$ cat config.mk
export PLATFORM = sky130hd
export DESIGN_NAME = fdiv_frac_prog_flat
export DESIGN_NICKNAME = d
export VERILOG_FILES = /design/src/rtl/fdiv_pkg.sv /design/src/rtl/fdiv_frac_prog_if.sv /design/src/rtl/fdiv_edge_gen.sv /design/src/rtl/fdiv_frac_prog.sv /design/src/flat_wrapper.sv
export SDC_FILE = /design/constraint.sdc
export NUM_CORES = 1
export LEC_CHECK = 0
export CAP_MARGIN = 20
export CORE_ASPECT_RATIO = 0.5
export CORE_UTILIZATION = 45
export CTS_CLUSTER_DIAMETER = 80
export DETAILED_ROUTE_END_ITERATION = 10
export PLACE_DENSITY_LB_ADDON = 0.2
export SETUP_SLACK_MARGIN = 0.4
export SLEW_MARGIN = 20
export SYNTH_ARGS = -nofsm -noshare
export SYNTH_HDL_FRONTEND = slang
export SYNTH_HIERARCHICAL = 1
export SYNTH_SLANG_ARGS = --single-unit
$ cat constraint.sdc
create_clock -name clk -period 8.8 [get_ports clk]
set_clock_uncertainty 0.05 [all_clocks]
set_input_delay 1.32 -clock clk [delete_from_list [all_inputs] [get_ports clk]]
set_output_delay 1.32 -clock clk [all_outputs]
set_load 0.05 [all_outputs]
$ cat src/rtl/fdiv_pkg.sv
// Shared types and helpers for the programmable fractional clock divider.
package fdiv_pkg;

  localparam int DIV_X2_MIN = 4;
  localparam int DIV_W_MAX  = 16;

  // Wide carrier for the div field; each user narrows it to its own DIV_W.
  typedef logic [DIV_W_MAX-1:0] div_wide_t;

  typedef enum logic [1:0] {
    ST_IDLE = 2'd0,
    ST_ARM  = 2'd1,
    ST_RUN  = 2'd2
  } run_state_t;

  function automatic div_wide_t fdiv_clamp(div_wide_t v, bit half_en);
    div_wide_t r;
    r = v;
    if (!half_en) r[0] = 1'b0;
    if (r < div_wide_t'(DIV_X2_MIN)) r = div_wide_t'(DIV_X2_MIN);
    return r;
  endfunction

endpackage

$ cat src/rtl/fdiv_frac_prog_if.sv
// Control/status bundle of the fractional clock divider.
interface fdiv_frac_prog_if #(
  parameter int DIV_W = 8
);
  logic             en;
  logic [DIV_W-1:0] div_x2;
  logic             clk_out;
  logic             tick;
  logic             running;
  logic [DIV_W-1:0] div_cur;

  modport master (
    output en, div_x2,
    input  clk_out, tick, running, div_cur
  );

  modport slave (
    input  en, div_x2,
    output clk_out, tick, running, div_cur
  );
endinterface

$ cat src/rtl/fdiv_edge_gen.sv
// Output stage: posedge flop P and, with FDIV_HALF_EN, negedge flop N; clk_out = P & N.
// clk only clocks the flops, it never reaches the output path.
module fdiv_edge_gen (
  input  logic clk,
  input  logic clr,
  input  logic p_en,
`ifdef FDIV_HALF_EN
  input  logic n_en,
`endif
  output logic clk_out
);

  logic p_q;

  always_ff @(posedge clk or posedge clr) begin
    if (clr) p_q <= 1'b0;
    else     p_q <= p_en;
  end

`ifdef FDIV_HALF_EN
  logic n_q;

  always_ff @(negedge clk or posedge clr) begin
    if (clr) n_q <= 1'b0;
    else     n_q <= n_en;
  end

  assign clk_out = p_q & n_q;
`else
  assign clk_out = p_q;
`endif

endmodule

$ cat src/rtl/fdiv_frac_prog.sv
// Runtime-programmable divider, clk_out = clk / (div_x2/2), frame = div_x2 clk cycles.
// Half-integer ratios (negedge flop) are built only when FDIV_HALF_EN is defined.
module fdiv_frac_prog
  import fdiv_pkg::*;
#(
  parameter int DIV_W   = 8,
  parameter int DIV_RST = 9
) (
  input logic             clk,
  input logic             clr,
  fdiv_frac_prog_if.slave bus
);

`ifdef FDIV_HALF_EN
  localparam bit HALF_EN = 1'b1;
`else
  localparam bit HALF_EN = 1'b0;
`endif
  localparam int HW = DIV_W + 2;

  typedef logic [DIV_W-1:0] div_t;
  typedef logic [HW-1:0]    half_t;

  localparam div_t DIV_RST_C = div_t'(fdiv_clamp(div_wide_t'(DIV_RST), HALF_EN));

  function automatic div_t clamp_div(div_t v);
    return div_t'(fdiv_clamp(div_wide_t'(v), HALF_EN));
  endfunction

  // True when half-cycle h of a frame (0 <= h < 2d) lies in a high segment.
  function automatic logic in_high(half_t h, div_t d);
    half_t dd;
    half_t hm;
    dd = half_t'(d);
    hm = (h >= dd) ? h - dd : h;
    return hm < (dd >> 1);
  endfunction

  run_state_t state, state_nxt;
  div_t       cnt, cnt_nxt;
  div_t       div_cur, div_nxt;
  logic       last, boundary;
  logic       running, tick;
  logic       p_en, clk_div;

  assign last     = (state == ST_RUN) && (cnt == div_cur - div_t'(1));
  assign boundary = (state != ST_RUN) || last;
  assign div_nxt  = boundary ? clamp_div(bus.div_x2) : div_cur;
  assign cnt_nxt  = (state == ST_RUN && !last) ? cnt + div_t'(1) : '0;

  always_ff @(posedge clk or posedge clr) begin
    if (clr) state <= ST_IDLE;
    else     state <= state_nxt;
  end

  // ARM is the one-cycle gap between sampling en while idle and frame start.
  always_comb begin
    state_nxt = state;
    case (state)
      ST_IDLE: if (bus.en) state_nxt = ST_ARM;
      ST_ARM:  state_nxt = ST_RUN;
      ST_RUN:  if (last && !bus.en) state_nxt = ST_IDLE;
      default: state_nxt = ST_IDLE;
    endcase
  end

  always_comb begin
    running = (state == ST_RUN);
    tick    = (state == ST_RUN) && (cnt == '0);
  end

  always_ff @(posedge clk or posedge clr) begin
    if (clr) begin
      cnt     <= '0;
      div_cur <= DIV_RST_C;
    end else begin
      cnt     <= cnt_nxt;
      div_cur <= div_nxt;
    end
  end

  // P holds for the posedge slot {2c, 2c+1} of the cycle being entered.
  assign p_en = (state_nxt == ST_RUN) &&
                (in_high({1'b0, cnt_nxt, 1'b0}, div_nxt) ||
                 in_high({1'b0, cnt_nxt, 1'b1}, div_nxt));

`ifdef FDIV_HALF_EN
  logic  n_en;
  half_t h_neg;

  // N holds for the negedge slot {2c+1, 2c+2}; in the last slot it is raised
  // speculatively for the next frame's first half-cycle, harmless if P stays low.
  assign h_neg = {1'b0, cnt, 1'b1};
  assign n_en  = (state == ST_ARM) ||
                 (running && (last || in_high(h_neg, div_cur) ||
                              in_high(h_neg + half_t'(1), div_cur)));

  fdiv_edge_gen u_edge (
    .clk     (clk),
    .clr     (clr),
    .p_en    (p_en),
    .n_en    (n_en),
    .clk_out (clk_div)
  );
`else
  fdiv_edge_gen u_edge (
    .clk     (clk),
    .clr     (clr),
    .p_en    (p_en),
    .clk_out (clk_div)
  );
`endif

  assign bus.clk_out = clk_div;
  assign bus.tick    = tick;
  assign bus.running = running;
  assign bus.div_cur = div_cur;

endmodule

$ cat src/flat_wrapper.sv
// flat-port wrapper written by rule: the top's interface ports become plain ports
module fdiv_frac_prog_flat import fdiv_pkg::*;
#(
  parameter int DIV_W   = 8,
  parameter int DIV_RST = 9
)
  (clk, clr, bus_en, bus_div_x2, bus_clk_out, bus_tick, bus_running, bus_div_cur);
  fdiv_frac_prog_if #(.DIV_W(DIV_W)) bus_i ();
  input logic clk;
  input logic clr;
  input wire logic [$bits(bus_i.en)-1:0] bus_en;
  input wire logic [$bits(bus_i.div_x2)-1:0] bus_div_x2;
  output wire logic [$bits(bus_i.clk_out)-1:0] bus_clk_out;
  output wire logic [$bits(bus_i.tick)-1:0] bus_tick;
  output wire logic [$bits(bus_i.running)-1:0] bus_running;
  output wire logic [$bits(bus_i.div_cur)-1:0] bus_div_cur;
  assign bus_i.en = bus_en;
  assign bus_i.div_x2 = bus_div_x2;
  assign bus_clk_out = bus_i.clk_out;
  assign bus_tick = bus_i.tick;
  assign bus_running = bus_i.running;
  assign bus_div_cur = bus_i.div_cur;
  fdiv_frac_prog #(.DIV_W(DIV_W), .DIV_RST(DIV_RST)) u_core (.clk(clk), .clr(clr), .bus(bus_i));
endmodule
# After elaboration in Yosys (flattened, before gate mapping)
# Cells that the tools add are included.
[totals]
latchBits = 0
memories = 0
inputBits = 11
ram_bits = 0
rom_bits = 0
register_bits = 19
[classes]
reduce_logical = 11
n_div = 0
n_shift = 0
eq_ne = 5
addsub = 4
n_mux = 8
order_cmp = 5
bitwise = 0
mul = 0
[op_table]
columns = ["cell", "n"]
rows = [
  ["$mux 8", 3],
  ["$lt 10x7->1", 2],
  ["$mux 10", 2],
  ["$sub 9x8->10", 2],
  ["$ge 9x8->1", 2],
  ["$add 8x1->8 const B", 1],
  ["$eq 8x8->1", 1],
  ["$logic_not 8->1", 1],
  ["$lt 8x3->1 const B", 1],
  ["$sub 8x1->8 const B", 1],
  ["$pmux 2 s3", 1],
  ["$logic_and 1x1->1", 5],
  ["$eq 2x2->1 const B", 2],
  ["$mux 2", 2],
  ["$eq 2x1->1 const B", 1],
  ["$logic_not 1->1", 2],
  ["$logic_not 2->1", 1],
  ["$logic_or 1x1->1", 2],
  ["$ne 2x2->1 const B", 1],
]

# Longest topological paths before layout
[depth]
depth_word = 11
mapped_depth = 30
depth_no_buf = 27

# Modules after synthesis
# The synthesis kept the hierarchy.
[modules_own_cells]
columns = ["module", "n_inst", "seq_area_each_um2", "area_per_inst_um2", "cells_per_inst"]
rows = [
  ["fdiv_frac_prog", 1, 451.7, 2560.0, 325],
  ["fdiv_edge_gen", 1, 25.0, 28.8, 2],
]

# Worst setup path after synthesis
# Ideal clock, no wire load.
[synth_timing]
path_kind = "reg-to-reg"
start = "reg u_core.div_cur[0] (netlist: u_core/bus.div_cur[0])"
end = "reg u_core.u_edge.p_q (netlist: u_core/u_edge/clk_out)"
setup_slack_ps = 2487
stages_incl_launch_ff = 27
path_buffers = 3
arrival_ps = 6189
synth_period_minus_slack_ps = 6313
cell_sequence = "dfrtp_1 -> inv_1 -> ha_1 -> nor3b_2 -> or3_1 -> a41o_1 -> a21o_4 -> o21ai_4 -> buf_6 -> buf_2 -> mux2i_1 -> ha_1 -> a21o_1 -> a21oi_1 -> nand4_1 -> nor2_1 -> o211a_1 -> clkbuf_1 -> o21ai_0 -> ha_1 -> a211oi_1 -> o2111ai_1 -> a21oi_1 -> o31ai_1 -> maj3_2 -> a31oi_1 -> o2bb2ai_2"
[synth_via]
elab_chain_len = 11
word_cells_on_any_way = 22
cone_classes = "add/sub: 3; order compare: 4; eq/ne: 2; mux: 6; reduce/logical: 7"
[synth_rtl]
columns = ["element", "line_no", "text"]
rows = [
  ["from (decl)", "fdiv_frac_prog.sv:41", "div_t div_cur, div_nxt;"],
  ["from (signal assigned)", "fdiv_frac_prog.sv:78", "div_cur <= div_nxt;"],
  ["$sub 8x1->8", "fdiv_frac_prog.sv:46", "assign last = (state == ST_RUN) && (cnt == div_cur - div_t'(1));"],
  ["$eq 8x8->1", "fdiv_frac_prog.sv:46", ""],
  ["$logic_and 1x1->1", "fdiv_frac_prog.sv:46", ""],
  ["$logic_not 1->1", "fdiv_frac_prog.sv:49", "assign cnt_nxt = (state == ST_RUN && !last) ? cnt + div_t'(1) : '0;"],
  ["$logic_and 1x1->1", "fdiv_frac_prog.sv:49", ""],
  ["$mux 8", "fdiv_frac_prog.sv:49", ""],
  ["$sub 9x8->10 or $ge 9x8->1 (tied branches)", "fdiv_frac_prog.sv:35", "hm = (h >= dd) ? h - dd : h;"],
  ["$mux 10", "fdiv_frac_prog.sv:35", ""],
  ["$lt 10x7->1", "fdiv_frac_prog.sv:36", "return hm < (dd >> 1);"],
  ["$logic_or 1x1->1", "fdiv_frac_prog.sv:84", "(in_high({1'b0, cnt_nxt, 1'b0}, div_nxt) ||"],
  ["$logic_and 1x1->1 (*)", "fdiv_frac_prog.sv:83", "assign p_en = (state_nxt == ST_RUN) &&"],
  ["named net u_core.p_en", "fdiv_frac_prog.sv:44", "logic p_en, clk_div;"],
  ["to (signal assigned)", "fdiv_edge_gen.sv:17", "else p_q <= p_en;"],
  ["to (decl)", "fdiv_edge_gen.sv:13", "logic p_q;"],
]
# The timed path passes the listed nets; every way through them passes the cells marked *.

# Worst setup path after layout
# Ends and elaborated chain as after synthesis.

==> impl_metrics.py <==
metrics = {
    "timing": {
        "rsz0062_at_grt": "false",
        "relSlewSlack_pct": 46.2,
        "layout_setup_ws_ns": 1.69,
        "setup_viol_count_final": 0,
        "period_minus_slack_ns": 7.11,
        "setup_tns_ns": 0,
        "finalHoldViolations": 0,
        "tightestPinTransition_ns": 0.807,
        "max_freq_mhz": 141,
        "period_share_pct": 80.8,
        "slew_violations": 0,
    },
    "worst_setup_path": {
        "crit_path_start_kind": "register",
        "crit_top_cell": "ha_1",
        "critPathMaxStageDelay_ns": 0.66,
        "cp_top_family": "compound AO/OA/AOI/OAI gates",
        "crit_fanout": 25,
        "cp.arrival_ns": 7.24,
        "slowest_stage": "a21oi_1",
        "path_depth": 23,
        "r2r_cells": 23,
        "end_kind": "register",
        "crit_chain": "inv_1 -> ha_1 -> nor3b_2 -> or3_1 -> a41o_1 -> a21o_4 -> o21ai_4 -> mux2i_1 -> ha_1 -> a21o_1 -> a21oi_1 -> nand4_1 -> nor2_1 -> o211a_1 -> o21ai_0 -> ha_1 -> a211oi_1 -> o2111ai_1 -> a21oi_1 -> o31ai_1 -> maj3_2 -> a31oi_1 -> o2bb2ai_2",
        "critPathBufInv": 1,
        "cp.required_ns": 8.93,
        "path_class": "reg -> reg",
    },
    "place": {
        "gp_congestion": 0.907,
        "io_buffers": 20,
        "dpl.hpwl_um": 5850,
        "place_ws_ns": 1.87,
    },
    "synth": {
        "async_flop_share_pct": 100,
        "post_synth_num_cell_types": 70,
        "ys_seq_area_share_pct": 18.4,
        "synthCells": 327,
        "synth_ff_type": "dfrtp_1",
        "yosysWarnings": 6,
        "syn-cell-area_um2": 2590,
        "syn_nets": 361,
        "ys_ff_latch": 19,
        "avgSynthCellArea_um2": 7.92,
        "synth_edf_count": 0,
    },
    "final_layout": {
        "diodes": 0,
        "layout_common_cells": "31 x nand2_1, 24 x inv_1, 22 x nor2_1",
        "drive_above_1_share_pct": 6.87,
        "nets": 370,
        "syn_to_final_growth_pct": 10.4,
        "layout_commonest_cell": "nand2_1",
    },
    "min_path": {
        "hold-path-cell-count": 1,
        "min_path_type": "reg -> reg",
    },
    "route": {
        "dr.pass1.iters": 5,
        "drc": 0,
        "via_per_inst": 6.07,
        "drt_iter0_drc": 322,
        "postRouteAntennaNets": 0,
        "wl_um": 7400,
        "routedWlPerCell_um": 18.1,
        "vias": 2477,
    },
    "clock_network": {
        "clock_sinks": 19,
        "cts_max_path_buffers": 2,
        "htree_levels": 1,
        "post_cts_buffers": 0,
        "clkLatencyLatePin_ns": 0.25,
        "post_cts_resized": 0,
        "cts-hold-fix-buffers": 0,
        "cts_tree": "yes",
        "cts_buffers": 3,
        "cts-root-buf": "clkbuf_16",
        "path_clk_slew_ns": 0.05,
    },
    "floorplan": {
        "rows": 19,
        "initial_core_util_pct": 46.9,
        "die_area_um2": 6080,
        "fp.dieW_um": 109,
        "ios": 22,
        "dieHeight_um": 55.6,
        "core_um2": 5520,
    },
    "power_and_ir_drop": {
        "power_per_cell_area_nw_per_um2": 412,
        "ir_drop_mv": 0.184,
        "finalPower_mw": 1.18,
        "cellLeakagePower_nw": 1.28,
    },
    "grt": {
        "antenna_found_initial": 0,
        "grt_max_degree": 26,
        "overflow": 0,
        "grt.total_usage_pct": 25.5,
        "grt_pass1_vias": 2203,
        "grt_pass1_wl_um": 11800,
    },
    "run": {
        "max-cap-violations": 0,
    },
    "run_status": {
        "status": "completed",
    },
}
## synth_stat cells (3+ instances only)
cell type   n  area share, %
o31a_1      3            1.0
and2_1      5            1.2
nand2_1    31            4.5
o21a_1      6            1.7
nor3_1      6            1.2
ha_1       21             10
nand3_1    17            3.3
xnor2_1    13            4.4
clkbuf_1    7            1.0
nor2_1     22            3.2
buf_2       3           0.58
nor2b_1     4           0.97
buf_6       4            1.7
nand3b_1    4            1.2
mux2i_1     6            2.3
xor2_1     12            4.1
nand4_1     4           0.97
o31ai_1     5            1.5
nor4_1      3           0.73
buf_4       3           0.87
a31oi_1     4           0.97
dfrtp_1    18             17
a21oi_1    16            3.1
o21ai_0    14            2.7
a211oi_1    3           0.87
a21o_1      7            2.0
and3_1      6            1.5
nor3b_1     4            1.2
or3_1       3           0.73
inv_1      24            3.5
## state kept, by name (all words and copies together), names as in the netlist
name and flops:
u_core/bus.div_cur 8, u_core/cnt 8, u_core/state 2, u_core/u_edge/clk_out 1
## where the power goes
part | leakage (nW) | switching [mW] | internal (mW)
clock network | 0.0409 | 0.0324 | 0.0609
registers | 0.240 | 0.0497 | 0.116
logic | 0.997 | 0.572 | 0.347
## path summary, 6_finish.rpt
| path | from | end | slack, ns |
|---|---|---|---|
| worst max-delay path | u_core/bus.div_cur[0] | u_core/u_edge/clk_out | 1.69 |
| worst min register to register | u_core/state[1] | u_core/state[0] | 0.40 |
| worst max register to register | u_core/bus.div_cur[0] | u_core/u_edge/clk_out | 1.69 |
| max in group asynchronous | clr | u_core/cnt[0] | 6.78 |
| min in group asynchronous | clr | u_core/u_edge/clk_out | 1.17 |
| worst min-delay path | u_core/state[1] | u_core/state[0] | 0.40 |
## final cells by class
type | count | area (µm²)
clock buffer | 3 | 75.1
clock inverter | 1 | 5.00
fill | 552 | 2660
inverter | 24 | 90.1
multi-input combinational | 267 | 1910
sequential | 19 | 477
tap | 73 | 91.3
timing repair buffer | 21 | 208
## cell families (layout without fill, tap and decap cells)
group | after synthesis | after routing | share of synthesized area, %
DFF | 19 | 19 | 18.4
xor gates and xnor gates | 26 | 26 | 9.09
AOI/OAI and AO/OA | 83 | 83 | 23.7
buffers and inverters | 41 | 49 | 7.68
and+or+nand+nor | 126 | 126 | 25.8
adders and majority gates | 25 | 25 | 12.5
muxes | 7 | 7 | 2.76
## per-layer routing
| layer | wire length [µm] | part of all wire [%] | vias to the layer above | track usage (%) |
|---|---|---|---|---|
| li1 | - | - | 1191 | - |
| met1 | 3680 | 50 | 1172 | 41.0 |
| met2 | 3120 | 42 | 106 | 36.6 |
| met3 | 578 | 7.8 | 8 | 4.57 |
| met4 | 21 | 0.28 | 0 | 1.71 |
| met5 | 0 | 0 | - | 0 |
## metrics by stage
stage                     area (µm²)  hold slack, ns  utilization (%)  instances
final                           2860           0.398             51.8        408
after global routing            2860           0.416             51.8        408
after CTS                       2860           0.405             51.8        408
after detailed placement        2780           0.398             50.4        404
after global placement          2780           0.385             50.4        404
after floorplan                 2590           0.368                -        327
Note: power is estimated with default switching activity, not from simulation.
